**config.mk**
```make
export PLATFORM = sky130hd
export DESIGN_NAME = vram_arbiter
export DESIGN_NICKNAME = d
export VERILOG_FILES = /design/src/rtl/vram_arb_pkg.sv /design/src/rtl/vram_write_fifo.sv /design/src/rtl/vram_arbiter.sv
export SDC_FILE = /design/constraint.sdc
export NUM_CORES = 1
export LEC_CHECK = 0
export BUFFER_PORTS_ARGS = -buffer_cell sky130_fd_sc_hd__buf_2
export CELL_PAD_IN_SITES_DETAIL_PLACEMENT = 1
export CELL_PAD_IN_SITES_GLOBAL_PLACEMENT = 1
export CORE_ASPECT_RATIO = 1.4
export CORE_MARGIN = 10
export CORE_UTILIZATION = 33
export CTS_CLUSTER_SIZE = 40
export DETAILED_ROUTE_END_ITERATION = 10
export PLACE_DENSITY_LB_ADDON = 0.1
export SKIP_CTS_REPAIR_TIMING = 1
export SLEW_MARGIN = 30
export SYNTH_ARGS = -nofsm -noshare
export SYNTH_HDL_FRONTEND = slang
export SYNTH_SLANG_ARGS = --single-unit
```
**constraint.sdc**
```tcl
create_clock -name Clock -period 2.55 [get_ports Clock]
set_clock_uncertainty 0.05 [all_clocks]
set_input_delay 0.255 -clock Clock [delete_from_list [all_inputs] [get_ports Clock]]
set_output_delay 0.255 -clock Clock [all_outputs]
set_load 0.1 [all_outputs]
```
**src/rtl/vram_arb_pkg.sv**
```systemverilog
// ============================================================================
// Module   : vram_arb_pkg
// Purpose  : Grant encodings and window/FIFO constants for the VRAM arbiter.
// Revision : 1.0
// ============================================================================
`default_nettype none

package vram_arb_pkg;

   typedef enum logic [1:0] {
      GNT_IDLE  = 2'b00,
      GNT_FETCH = 2'b01,
      GNT_WRITE = 2'b10
   } grant_e;

   localparam int c_h_fetch_start = 240;
   localparam int c_v_start       = 142;
   localparam int c_img_w         = 256;
   localparam int c_img_h         = 256;
   localparam int c_fifo_depth    = 4;

endpackage

`default_nettype wire

```
**src/rtl/vram_write_fifo.sv**
```systemverilog
// ============================================================================
// Module   : vram_write_fifo
// Purpose  : CPU write buffer; single entry by default, 4-deep FIFO when
//            VRAM_ARB_WRITE_FIFO_EN is defined.
// Revision : 1.0
// ============================================================================
`default_nettype none

module vram_write_fifo
   import vram_arb_pkg::*;
#(
   parameter int ADDR_W = 16,
   parameter int DATA_W = 3
) (
   input  logic              Clock,
   input  logic              Reset,
   input  logic              push,
   input  logic [ADDR_W-1:0] push_addr,
   input  logic [DATA_W-1:0] push_data,
   input  logic              pop,
   output logic              full,
   output logic              empty,
   output logic [ADDR_W-1:0] head_addr,
   output logic [DATA_W-1:0] head_data
);

`ifdef VRAM_ARB_WRITE_FIFO_EN
   logic [ADDR_W-1:0] r_addr_mem [c_fifo_depth];
   logic [DATA_W-1:0] r_data_mem [c_fifo_depth];
   logic [1:0]        r_wr_ptr;
   logic [1:0]        r_rd_ptr;
   logic [2:0]        r_count;
   logic              w_push;
   logic              w_pop;

   assign full      = (r_count == 3'(c_fifo_depth));
   assign empty     = (r_count == 3'd0);
   assign w_push    = push && !full;
   assign w_pop     = pop && !empty;
   assign head_addr = r_addr_mem[r_rd_ptr];
   assign head_data = r_data_mem[r_rd_ptr];

   // Simultaneous push and pop leave the occupancy unchanged.
   always_ff @(posedge Clock) begin
      if (Reset) begin
         r_wr_ptr <= 2'd0;
         r_rd_ptr <= 2'd0;
         r_count  <= 3'd0;
      end else begin
         if (w_push) begin
            r_addr_mem[r_wr_ptr] <= push_addr;
            r_data_mem[r_wr_ptr] <= push_data;
            r_wr_ptr             <= r_wr_ptr + 2'd1;
         end
         if (w_pop) begin
            r_rd_ptr <= r_rd_ptr + 2'd1;
         end
         case ({w_push, w_pop})
            2'b10:   r_count <= r_count + 3'd1;
            2'b01:   r_count <= r_count - 3'd1;
            default: r_count <= r_count;
         endcase
      end
   end
`else
   logic              r_valid;
   logic [ADDR_W-1:0] r_addr;
   logic [DATA_W-1:0] r_data;

   assign full      = r_valid;
   assign empty     = !r_valid;
   assign head_addr = r_addr;
   assign head_data = r_data;

   // A full entry refuses new data even in the cycle it drains.
   always_ff @(posedge Clock) begin
      if (Reset) begin
         r_valid <= 1'b0;
      end else if (push && !r_valid) begin
         r_valid <= 1'b1;
         r_addr  <= push_addr;
         r_data  <= push_data;
      end else if (pop) begin
         r_valid <= 1'b0;
      end
   end
`endif

endmodule

`default_nettype wire

```
**src/rtl/vram_arbiter.sv**
```systemverilog
// ============================================================================
// Module   : vram_arbiter
// Purpose  : Shares the frame-buffer RAM between display fetch and CPU writes;
//            VRAM_ARB_WRITE_FIFO_EN selects the 4-deep write buffer.
// Revision : 1.0
// ============================================================================
`default_nettype none

module vram_arbiter
   import vram_arb_pkg::*;
#(
   parameter int ADDR_W        = 16,
   parameter int DATA_W        = 3,
   parameter int H_FETCH_START = c_h_fetch_start,
   parameter int V_START       = c_v_start,
   parameter int IMG_W         = c_img_w,
   parameter int IMG_H         = c_img_h
) (
   input  logic              Clock,
   input  logic              Reset,
   input  logic [9:0]        iHcounter,
   input  logic [9:0]        iVcounter,
   input  logic              iCpuReq,
   input  logic [ADDR_W-1:0] iCpuAddr,
   input  logic [DATA_W-1:0] iCpuData,
   output logic              oCpuReady,
   output logic [ADDR_W-1:0] oMemAddr,
   output logic              oMemWe,
   output logic [DATA_W-1:0] oMemWData,
   input  logic [DATA_W-1:0] iMemRData,
   output logic [DATA_W-1:0] oPixelRGB,
   output logic [1:0]        oGrant
);

   localparam logic [9:0] c_h_lo = 10'(H_FETCH_START);
   localparam logic [9:0] c_h_hi = 10'(H_FETCH_START + IMG_W);
   localparam logic [9:0] c_v_lo = 10'(V_START);
   localparam logic [9:0] c_v_hi = 10'(V_START + IMG_H);
   localparam int         c_half = ADDR_W / 2;

   grant_e            w_grant;
   logic              w_fetch_win;
   logic [9:0]        w_row;
   logic [9:0]        w_col;
   logic              w_push;
   logic              w_pop;
   logic              w_full;
   logic              w_empty;
   logic [ADDR_W-1:0] w_head_addr;
   logic [DATA_W-1:0] w_head_data;
   logic              r_fetch_d1;

   assign w_fetch_win = (iVcounter >= c_v_lo) && (iVcounter < c_v_hi) &&
                        (iHcounter >= c_h_lo) && (iHcounter < c_h_hi);
   assign w_row       = iVcounter - c_v_lo;
   assign w_col       = iHcounter - c_h_lo;
   assign w_push      = iCpuReq && !w_full;
   assign oCpuReady   = !w_full;
   assign oGrant      = w_grant;

   vram_write_fifo #(
      .ADDR_W (ADDR_W),
      .DATA_W (DATA_W)
   ) u_write_fifo (
      .Clock     (Clock),
      .Reset     (Reset),
      .push      (w_push),
      .push_addr (iCpuAddr),
      .push_data (iCpuData),
      .pop       (w_pop),
      .full      (w_full),
      .empty     (w_empty),
      .head_addr (w_head_addr),
      .head_data (w_head_data)
   );

   // Display fetch always wins; a pending write is withheld during reset so it is discarded.
   always_comb begin
      w_grant   = GNT_IDLE;
      oMemAddr  = '0;
      oMemWe    = 1'b0;
      oMemWData = '0;
      w_pop     = 1'b0;
      if (w_fetch_win) begin
         w_grant  = GNT_FETCH;
         oMemAddr = {w_row[c_half-1:0], w_col[c_half-1:0]};
      end else if (!w_empty && !Reset) begin
         w_grant   = GNT_WRITE;
         oMemAddr  = w_head_addr;
         oMemWe    = 1'b1;
         oMemWData = w_head_data;
         w_pop     = 1'b1;
      end
   end

   always_ff @(posedge Clock) begin
      if (Reset) begin
         r_fetch_d1 <= 1'b0;
         oPixelRGB  <= '0;
      end else begin
         r_fetch_d1 <= (w_grant == GNT_FETCH);
         oPixelRGB  <= r_fetch_d1 ? iMemRData : '0;
      end
   end

endmodule

`default_nettype wire

```
==> flow_metrics.py <==
metrics = {
    "detailed_routing": {
        "drc_errors": 0,
        "avgRoutedWirePerCell_um": 17.88,
        "via_count": 1262,
        "drtIter0Drc": 24,
        "firstDrtPassIters": 4,
        "vias_per_cell": 5.028,
        "ant_nets": 0,
        "wirelength_um": 4489,
    },
    "cells_and_area": {
        "final_common_cell": "buf_2",
        "layout_common_cells": "51 x buf_2, 29 x nand2_1, 19 x buf_12, 19 x edfxtp_1, 9 x o21ai_2",
        "layout-drive-gt1-share_pct": 52.68,
        "area_growth_pct": 55.00,
        "nets": 253,
    },
    "worst_setup_path": {
        "path_cells": "nor2b_1 -> nand2_1 -> nor3b_1 -> a221o_1 -> a221oi_4 -> buf_12",
        "crit_family": "compound AO/OA/AOI/OAI gates",
        "cp.buffers_inverters": 1,
        "cp-end-kind": "primary output",
        "cp.required_ns": 2.25,
        "arrival_ns": 2.09,
        "cp_max_fo": 4,
        "slowest_delay_ns": 0.38,
        "path_class": "register to primary output",
        "slowest_stage": "dfxtp_1",
        "cp-start-kind": "register",
    },
    "synthesis": {
        "syn_inst": 135,
        "syn_nets": 182,
        "yosys_warnings": 0,
        "yosysUniqueCellTypes": 42,
        "syn-cell-area_um2": 1413,
        "synth-seq-cells": 24,
        "synth_edf_count": 19,
        "synth_area_per_cell_um2": 10.46,
        "ys_seq_area_share_pct": 47.48,
        "ys.flop_type": "edfxtp_1",
        "ys_async_sr_fraction_pct": 0,
    },
    "die": {
        "io_pins": 71,
        "die_h_um": 97.42,
        "initial_core_util_pct": 33.88,
        "num_rows": 28,
        "dieArea_um2": 7335,
        "core_area_um2": 4169,
        "die_w_um": 75.30,
    },
    "clock_network": {
        "clockRootBuffer": "clkbuf_8",
        "clk_pin_slew_ns": 0.09,
        "clock_path_buffers": 2,
        "cts_tree": "built",
        "htreeDepth": 1,
        "clk_latency_ns": 0.26,
        "cts.sinks": 24,
        "numCtsBuffers": 3,
    },
    "pwr": {
        "ir_drop_uv": 344.0,
        "p_seq_share_pct": 40.1,
        "total_power_mw": 1.106,
        "internal_power_mw": 0.7632,
        "swShare_pct": 31.03,
        "clockPowerShare_pct": 29.8,
        "powerDensity_nw_per_um2": 505.3,
        "power_frac_comb_pct": 30.1,
        "p_leak_nw": 0.9035,
        "p_switching_mw": 0.3433,
    },
    "global_route": {
        "grt_max_degree": 28,
        "grt_pass1_wl_um": 7424,
        "antenna_found_initial": 1,
        "grt_usage_pct": 13.05,
        "grt_pass1_vias": 1559,
        "grt-ovfl-total": 0,
    },
    "placement": {
        "dp_hpwl_um": 3764,
        "place_congestion": 0.7113,
        "pre_cts_slack_ns": 0.2658,
        "port_buffers": 70,
    },
    "run": {
        "drv_cap": 0,
    },
    "sta": {
        "slew_violations": 0,
        "setup_ws_ns": 0.1505,
        "grt_setup_unrepaired": "no",
        "fmax_mhz": 416.7,
        "setup_viol": 0,
        "worstMarginPinSlew_ns": 0.4964,
        "slew-limit-headroom_pct": 67.13,
        "period_needed_ns": 2.400,
        "post-route-period-util_pct": 94.10,
        "hold_violations": 0,
    },
    "hold_path": {
        "worst_hold_path_type": "primary input to register",
    },
    "outcome": {
        "status": "complete, no violations",
    },
}
cell usage after synthesis, types with 3 or more instances:
library cell | instances | area, um2
and2_1 | 6 | 37.54
o21ai_2 | 9 | 78.83
xor2_1 | 4 | 35.03
xnor2_1 | 3 | 26.28
dfxtp_1 | 5 | 100.1
nand3_1 | 3 | 15.01
nor2_1 | 4 | 15.01
nand2_1 | 29 | 108.9
o21ai_0 | 4 | 20.02
edfxtp_1 | 19 | 570.6
a21oi_1 | 8 | 40.04
worst reg2reg max path, delay by kind of cell (launching register included):
family	cells	cell delay [ns]
AND/OR/NAND/NOR	1	0.37
buffers and inverters	1	0.32
flip-flops	1	0.34
power groups by stage:
stage	sequential, mW	combinational [mW]	clock (mW)
after floorplan	0.454	0.206	0
after global placement	0.452	0.329	0
after detailed placement	0.453	0.335	0
after CTS	0.444	0.337	0.337
after global routing	0.445	0.353	0.357
final	0.444	0.333	0.330
flip-flops by register name (all words and copies together), names as in the netlist:
register	cells
u_write_fifo.full	1
u_write_fifo.head_data	3
u_write_fifo.head_addr	16
oPixelRGB	3
r_fetch_d1	1
cells by family (layout without fill, tap and decap cells):
logic type	count (synthesis)	after routing	share of synthesized area, %
adder cells (fa/ha/maj)	2	2	1.771
AO/OA/AOI/OAI	30	30	15.94
XOR/XNOR	7	7	4.340
multiplexers	3	3	2.214
flip-flops	24	24	47.48
other	0	1	0
buffers and inverters	10	80	5.402
AND/OR/NAND/NOR	59	59	22.85
through the flow:
step	hold WS, ns	instances	util (%)	instance area (um2)	TNS (ns)
after global routing	0.09439	251	52.52	2190	0
after detailed placement	0.3833	246	50.75	2116	0
final	0.1079	251	52.52	2190	0
after CTS	0.1031	250	52.46	2187	0
after floorplan	0.2774	135	-	1456	-0.9572
after global placement	0.3814	246	50.75	2116	0
metal layers:
layer  wire length [um]  global-route usage (%)  vias up
met2               2729                   25.54       42
met4                 56                   4.878        0
met3                321                   4.294        6
met5                  0                       0        -
met1               1382                   11.17      593
li1                   -                       -      621
final cells by class:
type | count | area [um2]
fill | 471 | 1979
multi-input combinational | 101 | 714.4
sequential | 24 | 670.6
timing repair buffer | 73 | 658.1
tap | 45 | 56.30
clock buffer | 3 | 41.29
clock inverter | 1 | 30.03
inverter | 3 | 16.27
antenna | 1 | 2.502
worst paths after layout:
path | slack (ns) | start | end | cells past startpoint
hold reg to reg | 0.58 | r_fetch_d1$_SDFF_PP0_ | oPixelRGB[0]$_SDFF_PP0_ | 2
setup reg to reg | 1.16 | u_write_fifo.full$_SDFFE_PP0P_ | u_write_fifo.head_addr[10]$_DFFE_PP_ | 2
setup / recovery | 0.15 | u_write_fifo.full$_SDFFE_PP0P_ | oMemAddr[15] | 6
hold / removal | 0.11 | iCpuData[0] | u_write_fifo.head_data[0]$_DFFE_PP_ | 1
Note: power is estimated with default switching activity, not from simulation.
